--- src/rtl/mc_ctrl_pkg.sv ---
// Shared definitions for the multicycle control unit: opcodes, FSM states,
// ALU operation codes, mux select encodings and the bundled strobe struct.
package mc_ctrl_pkg;

    // Instruction opcodes (IR[15:12]); anything above OP_CALL is undefined
    localparam logic [3:0] OP_AND  = 4'h0;
    localparam logic [3:0] OP_ADD  = 4'h1;
    localparam logic [3:0] OP_SUB  = 4'h2;
    localparam logic [3:0] OP_ADDI = 4'h3;
    localparam logic [3:0] OP_ANDI = 4'h4;
    localparam logic [3:0] OP_LW   = 4'h5;
    localparam logic [3:0] OP_SW   = 4'h6;
    localparam logic [3:0] OP_BEQ  = 4'h7;
    localparam logic [3:0] OP_BNE  = 4'h8;
    localparam logic [3:0] OP_JMP  = 4'h9;
    localparam logic [3:0] OP_CALL = 4'hA;

    // ALU operation codes
    localparam logic [1:0] ALU_ADD = 2'b00;
    localparam logic [1:0] ALU_SUB = 2'b01;
    localparam logic [1:0] ALU_AND = 2'b10;

    // Next-PC mux selects
    localparam logic [1:0] PC_PLUS1  = 2'b00;
    localparam logic [1:0] PC_BRANCH = 2'b01;
    localparam logic [1:0] PC_JUMP   = 2'b10;

    // Register write-back mux selects
    localparam logic [1:0] WB_FROM_ALU = 2'b00;
    localparam logic [1:0] WB_FROM_MEM = 2'b01;
    localparam logic [1:0] WB_FROM_PC  = 2'b10;

    typedef enum logic [2:0] {
        ST_FETCH  = 3'd0,
        ST_DECODE = 3'd1,
        ST_EXEC   = 3'd2,
        ST_WB_ALU = 3'd3,
        ST_ADDR   = 3'd4,
        ST_MEM    = 3'd5,
        ST_WB_MEM = 3'd6,
        ST_BRANCH = 3'd7
    } state_t;

    // Every datapath strobe and select driven by the control unit
    typedef struct packed {
        logic       instr_mem_req;
        logic       ir_write;
        logic       pc_write;
        logic [1:0] pc_src;
        logic       alu_src_b;
        logic [1:0] alu_op;
        logic       data_mem_read;
        logic       data_mem_write;
        logic       reg_write;
        logic [1:0] wb_sel;
        logic       illegal;
    } ctrl_t;

    // Opcodes B..F have no defined behaviour
    function automatic logic is_illegal(input logic [3:0] op);
        return (op > OP_CALL);
    endfunction

endpackage

--- src/rtl/mc_ctrl_decode.sv ---
// Pure combinational output decoder for the multicycle control FSM.
// Maps (state, opcode, zero, mem_ready) onto the full set of datapath strobes.
module mc_ctrl_decode
    import mc_ctrl_pkg::*;
(
    input  state_t     state,
    input  logic [3:0] opcode,
    input  logic       zero,
    input  logic       mem_ready,
    output ctrl_t      ctrl
);

    // Everything defaults to 0; each state raises only the strobes it owns
    always_comb begin
        ctrl = '0;
        case (state)
            ST_FETCH: begin
                ctrl.instr_mem_req = 1'b1;
                if (mem_ready) begin
                    ctrl.ir_write = 1'b1;
                    ctrl.pc_write = 1'b1;
                    ctrl.pc_src   = PC_PLUS1;
                end
            end
            ST_DECODE: begin
                if (opcode == OP_JMP) begin
                    ctrl.pc_write = 1'b1;
                    ctrl.pc_src   = PC_JUMP;
                end else if (opcode == OP_CALL) begin
                    ctrl.pc_write  = 1'b1;
                    ctrl.pc_src    = PC_JUMP;
                    ctrl.reg_write = 1'b1;
                    ctrl.wb_sel    = WB_FROM_PC;
                end else if (is_illegal(opcode)) begin
                    ctrl.illegal = 1'b1;
                end
            end
            ST_EXEC: begin
                if (opcode == OP_SUB) begin
                    ctrl.alu_op = ALU_SUB;
                end else if ((opcode == OP_AND) || (opcode == OP_ANDI)) begin
                    ctrl.alu_op = ALU_AND;
                end else begin
                    ctrl.alu_op = ALU_ADD;
                end
                ctrl.alu_src_b = (opcode == OP_ADDI) || (opcode == OP_ANDI);
            end
            ST_WB_ALU: begin
                ctrl.reg_write = 1'b1;
                ctrl.wb_sel    = WB_FROM_ALU;
            end
            ST_ADDR: begin
                ctrl.alu_op    = ALU_ADD;
                ctrl.alu_src_b = 1'b1;
            end
            ST_MEM: begin
                if (opcode == OP_LW) begin
                    ctrl.data_mem_read = 1'b1;
                end else begin
                    ctrl.data_mem_write = 1'b1;
                end
            end
            ST_WB_MEM: begin
                ctrl.reg_write = 1'b1;
                ctrl.wb_sel    = WB_FROM_MEM;
            end
            ST_BRANCH: begin
                ctrl.alu_op = ALU_SUB;
                if (((opcode == OP_BEQ) && zero) || ((opcode == OP_BNE) && !zero)) begin
                    ctrl.pc_write = 1'b1;
                    ctrl.pc_src   = PC_BRANCH;
                end
            end
            default: begin
                ctrl = '0;
            end
        endcase
    end

endmodule

--- src/rtl/mc_control_unit.sv ---
// Multicycle control unit for the 16-bit RISC datapath.
// Holds the FSM state register; strobes come from mc_ctrl_decode and are
// held at 0 while rst_n is low so a reset aborts any write-back or store.
// Optional feature: define MC_PERF_CNT_EN to add the 16-bit retired counter.
module mc_control_unit
    import mc_ctrl_pkg::*;
(
    input  logic        clk,
    input  logic        rst_n,
    input  logic [3:0]  opcode,
    input  logic        zero,
    input  logic        mem_ready,
    output logic        instr_mem_req,
    output logic        ir_write,
    output logic        pc_write,
    output logic [1:0]  pc_src,
    output logic        alu_src_b,
    output logic [1:0]  alu_op,
    output logic        data_mem_read,
    output logic        data_mem_write,
    output logic        reg_write,
    output logic [1:0]  wb_sel,
    output logic        illegal
`ifdef MC_PERF_CNT_EN
    ,
    output logic [15:0] retired
`endif
);

    state_t state;
    ctrl_t  ctrl_raw;
    ctrl_t  ctrl;

    mc_ctrl_decode u_decode (
        .state     (state),
        .opcode    (opcode),
        .zero      (zero),
        .mem_ready (mem_ready),
        .ctrl      (ctrl_raw)
    );

    // Instruction sequencing: fetch, decode, then the per-class execute path
    always_ff @(posedge clk or negedge rst_n) begin
        if (!rst_n) begin
            state <= ST_FETCH;
        end else begin
            case (state)
                ST_FETCH: begin
                    if (mem_ready) begin
                        state <= ST_DECODE;
                    end
                end
                ST_DECODE: begin
                    case (opcode)
                        OP_AND, OP_ADD, OP_SUB, OP_ADDI, OP_ANDI: state <= ST_EXEC;
                        OP_LW, OP_SW:                             state <= ST_ADDR;
                        OP_BEQ, OP_BNE:                           state <= ST_BRANCH;
                        default:                                  state <= ST_FETCH;
                    endcase
                end
                ST_EXEC:   state <= ST_WB_ALU;
                ST_WB_ALU: state <= ST_FETCH;
                ST_ADDR:   state <= ST_MEM;
                ST_MEM: begin
                    if (mem_ready) begin
                        state <= (opcode == OP_LW) ? ST_WB_MEM : ST_FETCH;
                    end
                end
                ST_WB_MEM: state <= ST_FETCH;
                ST_BRANCH: state <= ST_FETCH;
                default:   state <= ST_FETCH;
            endcase
        end
    end

    // Suppress every strobe while reset is asserted, even in FETCH
    always_comb begin
        ctrl = rst_n ? ctrl_raw : '0;
    end

    assign instr_mem_req  = ctrl.instr_mem_req;
    assign ir_write       = ctrl.ir_write;
    assign pc_write       = ctrl.pc_write;
    assign pc_src         = ctrl.pc_src;
    assign alu_src_b      = ctrl.alu_src_b;
    assign alu_op         = ctrl.alu_op;
    assign data_mem_read  = ctrl.data_mem_read;
    assign data_mem_write = ctrl.data_mem_write;
    assign reg_write      = ctrl.reg_write;
    assign wb_sel         = ctrl.wb_sel;
    assign illegal        = ctrl.illegal;

`ifdef MC_PERF_CNT_EN
    logic        returning;
    logic [15:0] retired_q;

    // An instruction retires on the cycle its last state hands back to FETCH
    always_comb begin
        returning = 1'b0;
        case (state)
            ST_DECODE: returning = (opcode == OP_JMP) || (opcode == OP_CALL) || is_illegal(opcode);
            ST_WB_ALU: returning = 1'b1;
            ST_WB_MEM: returning = 1'b1;
            ST_BRANCH: returning = 1'b1;
            ST_MEM:    returning = mem_ready && (opcode != OP_LW);
            default:   returning = 1'b0;
        endcase
    end

    // Free-running retired-instruction count, wraps naturally at 16 bits
    always_ff @(posedge clk or negedge rst_n) begin
        if (!rst_n) begin
            retired_q <= 16'h0000;
        end else if (returning) begin
            retired_q <= retired_q + 16'h0001;
        end
    end

    assign retired = retired_q;
`endif

endmodule
--- config.mk ---
export PLATFORM = sky130hd
export DESIGN_NAME = mc_control_unit
export DESIGN_NICKNAME = d
export VERILOG_FILES = /design/src/rtl/mc_ctrl_pkg.sv /design/src/rtl/mc_ctrl_decode.sv /design/src/rtl/mc_control_unit.sv
export SDC_FILE = /design/constraint.sdc
export NUM_CORES = 1
export LEC_CHECK = 0
export CAP_MARGIN = 25
export CORE_AREA = 4 4 41 43
export CTS_BUF_LIST = sky130_fd_sc_hd__clkbuf_16
export DETAILED_ROUTE_END_ITERATION = 8
export DIE_AREA = 0 0 45 47
export PLACE_DENSITY = 0.78
export SLEW_MARGIN = 30
export SYNTH_ARGS = -nofsm -noshare
export SYNTH_HDL_FRONTEND = slang
export SYNTH_SLANG_ARGS = --single-unit
--- constraint.sdc ---
create_clock -name clk -period 3.2 [get_ports clk]
set_input_delay 0.64 -clock clk [delete_from_list [all_inputs] [get_ports clk]]
set_output_delay 0.64 -clock clk [all_outputs]
set_load 0.005 [all_outputs]
==> flow_summary.json <==
{
  "outcome": "completed",
  "route.detailed.drc": 0,
  "die_h_um": 47,
  "rsz0062_at_grt": "no",
  "cts_buffers": 3,
  "grt_max_degree": 21,
  "top_register": "state",
  "cap_violations": 0,
  "synth_cells": 78,
  "worst_ep_arrival_time_ns": 2.43,
  "p_sw_frac": 0.384,
  "r2r_start": "state[0]",
  "cts_tree": "built",
  "startpoint_type": "input port",
  "postPlaceCellArea_um2": 790,
  "ys_seq_area_frac": 0.133,
  "cts.sinks": 3,
  "worst_pin_slew_ns": 0.526,
  "gp_congestion": 0.853,
  "initial_utilization": 0.435,
  "rows": 13,
  "required_ns": 2.56,
  "synth_area_leaders": "dfrtp_1 13%, ha_1 11%, nand2b_1 5.5%",
  "yosys_warnings": 0,
  "slowest_stage": "clkdlybuf4s50_1",
  "cts_hold_repair.buffers": 0,
  "insertion_delay_ns": 0.22,
  "intPower_mw": 0.344,
  "grt_overflow": 0,
  "path_cells": "clkdlybuf4s50_1, nand2b_1, or4_1, a21oi_2, clkdlybuf4s50_1",
  "root_buffer": "clkbuf_16",
  "slew_headroom": 0.649,
  "final_area_um2": 885,
  "largest_reg_flops": 3,
  "hp-class": "reg -> reg",
  "min_period_over_period": 0.961,
  "end_kind": "primary output",
  "drtIter0Drc": 22,
  "p_clk_frac": 0.352,
  "worst_path_largest_cell_delay_ns": 0.53,
  "clkTransAtPathRegs_ns": 0.03,
  "die-area_um2": 2120,
  "die_x_um": 45,
  "first_pass_iters": 4,
  "dp_hpwl_um": 1150,
  "h-tree-depth": 1,
  "grt_pass1_wl_um": 2720,
  "finalPower_mw": 0.558,
  "synth.largest_area_cell": "dfrtp_1",
  "syn_avg_cell_area_um2": 7.25,
  "grt_pass1_vias": 613,
  "finalNetCount": 115,
  "area_growth_pct": 56.4,
  "wl_per_cell_um": 14.1,
  "boundaryPins": 22,
  "diodes": 0,
  "cpMostUsedCell": "clkdlybuf4s50_1",
  "synth_edf_count": 0,
  "crit_family": "buffers and inverters",
  "core-area_um2": 1300,
  "seq_power_share": 0.239,
  "crit_fanout": 9,
  "maxSlewViolCount": 0,
  "p_comb_frac": 0.409,
  "antenna_found_initial": 0,
  "p_leak_nw": 0.371,
  "power.net_switching_mw": 0.214,
  "setup_viol": 0,
  "netlist_area_um2": 566,
  "period_needed_ns": 3.07,
  "cts_buffer_depth": 2,
  "synthArstFlopShare": 1.00,
  "post-synth-top-count-cell": "nor2_1",
  "routed_via_density": 5.85,
  "hold_viol_final": 0,
  "min_from": "state[1]",
  "final.setup.tns_ns": 0,
  "cp_num_buf_inv": 2,
  "synth_cell_types": 34,
  "fin_hold_ws_ns": 0.733,
  "netlist_top_cells_count": "7 x nor2_1, 5 x ha_1, 5 x nand2_1, 5 x nand2b_1",
  "drt_wl_total_um": 1630,
  "grt_use_total": 0.173,
  "ys_seq_elements": 3,
  "top_regs": "state x3",
  "yosysTopAreaCellShare": 0.133,
  "timing.fmax_mhz": 325,
  "num_vias": 679,
  "synth.net_count": 91,
  "portBuffers": 21,
  "postRouteAntennaNets": 0,
  "crit_start": "opcode[2]",
  "ys.flop_type": "dfrtp_1",
  "crit_type": "in -> out",
  "irDropWorstVdd_v": 0.000384,
  "drive_above_1_share": 0.158,
  "skew_ns": 0.00210,
  "power_density_nw_per_um2": 631,
  "num-fill-cells": 107
}
## what timing repair did
action,4_1_cts,5_1_grt
gates resized for setup,1,5
pin swaps,0,1
endpoints found under the setup margin,1,5
setup buffers,0,0
## routing by layer
| layer | share of wire | up-vias | GRT usage | wire length [um] |
|---|---|---|---|---|
| li1 | - | 334 | - | - |
| met4 | 0.013 | 0 | 0.0877 | 21 |
| met1 | 0.44 | 306 | 0.216 | 713 |
| met2 | 0.46 | 35 | 0.294 | 758 |
| met5 | 0 | - | 0 | 0 |
| met3 | 0.085 | 4 | 0.0192 | 138 |
## stage by stage
| stage | utilization | setup WS, ns | instances |
|---|---|---|---|
| final | 0.680 | 0.126 | 116 |
| after global routing | 0.680 | 0.0206 | 116 |
| after CTS | 0.671 | 0.00363 | 116 |
| after detailed placement | 0.607 | 0.0113 | 112 |
| after global placement | 0.607 | 0.0359 | 112 |
| after floorplan | - | 1.02 | 78 |
## power groups by stage
stage	logic (mW)	clock network, mW	registers (mW)
detailed placement	0.220	0	0.130
floorplan	0.211	0	0.0723
CTS	0.227	0.197	0.129
global placement	0.214	0	0.131
global route	0.251	0.201	0.142
finish	0.228	0.197	0.133
## final timing paths
| path | cells past startpoint | slack [ns] | endpoint |
|---|---|---|---|
| worst max-delay path | 5 | 0.13 | alu_op[0] |
| worst min-delay path | 1 | 0.73 | state[2] |
| worst max register to register | 3 | 1.87 | state[1] |
| worst min register to register | 1 | 0.73 | state[2] |
| max in group asynchronous | 2 | 2.18 | state[1] |
| min in group asynchronous | 2 | 0.91 | state[2] |
## area by class of cell
cell class | instances | area, um2 | share of cell area
Tap cell | 15 | 18.8 | 0.0212
Sequential cell | 3 | 75.1 | 0.0849
Timing Repair Buffer | 25 | 245 | 0.277
Clock buffer | 3 | 75.1 | 0.0849
Clock inverter | 1 | 3.75 | 0.00424
Inverter | 2 | 7.51 | 0.00849
Multi-Input combinational cell | 67 | 459 | 0.519
## cell usage in the layout (no fill, tap or decap), types with 3 or more instances in the layout
cell type | Yosys | final
dfrtp_1 | 3 | 3
nand2b_1 | 5 | 5
nand3_1 | 4 | 4
clkdlybuf4s50_1 | 0 | 19
o21ai_1 | 3 | 3
a21oi_1 | 4 | 3
nor2b_1 | 3 | 3
o21ai_0 | 3 | 3
clkbuf_16 | 0 | 3
buf_4 | 0 | 4
a31oi_1 | 4 | 4
nand2_1 | 5 | 5
ha_1 | 5 | 4
nor2_1 | 7 | 7
## kinds of logic (layout without fill, tap and decap cells)
| group | after synthesis | after routing | share of synthesized area |
|---|---|---|---|
| compound gates | 20 | 20 | 0.230 |
| simple gates | 41 | 41 | 0.431 |
| fa+ha+maj | 5 | 5 | 0.111 |
| buf+inv | 8 | 31 | 0.0752 |
| flops | 3 | 3 | 0.133 |
| mux | 1 | 1 | 0.0199 |
## worst reg2reg max path, delay by kind of cell (launching register included)
family	cells	cell delay, ns
AO/OA/AOI/OAI	2	0.25
flip-flops	1	0.66
AND/OR/NAND/NOR	1	0.27
(Power assumes the default switching activity.)
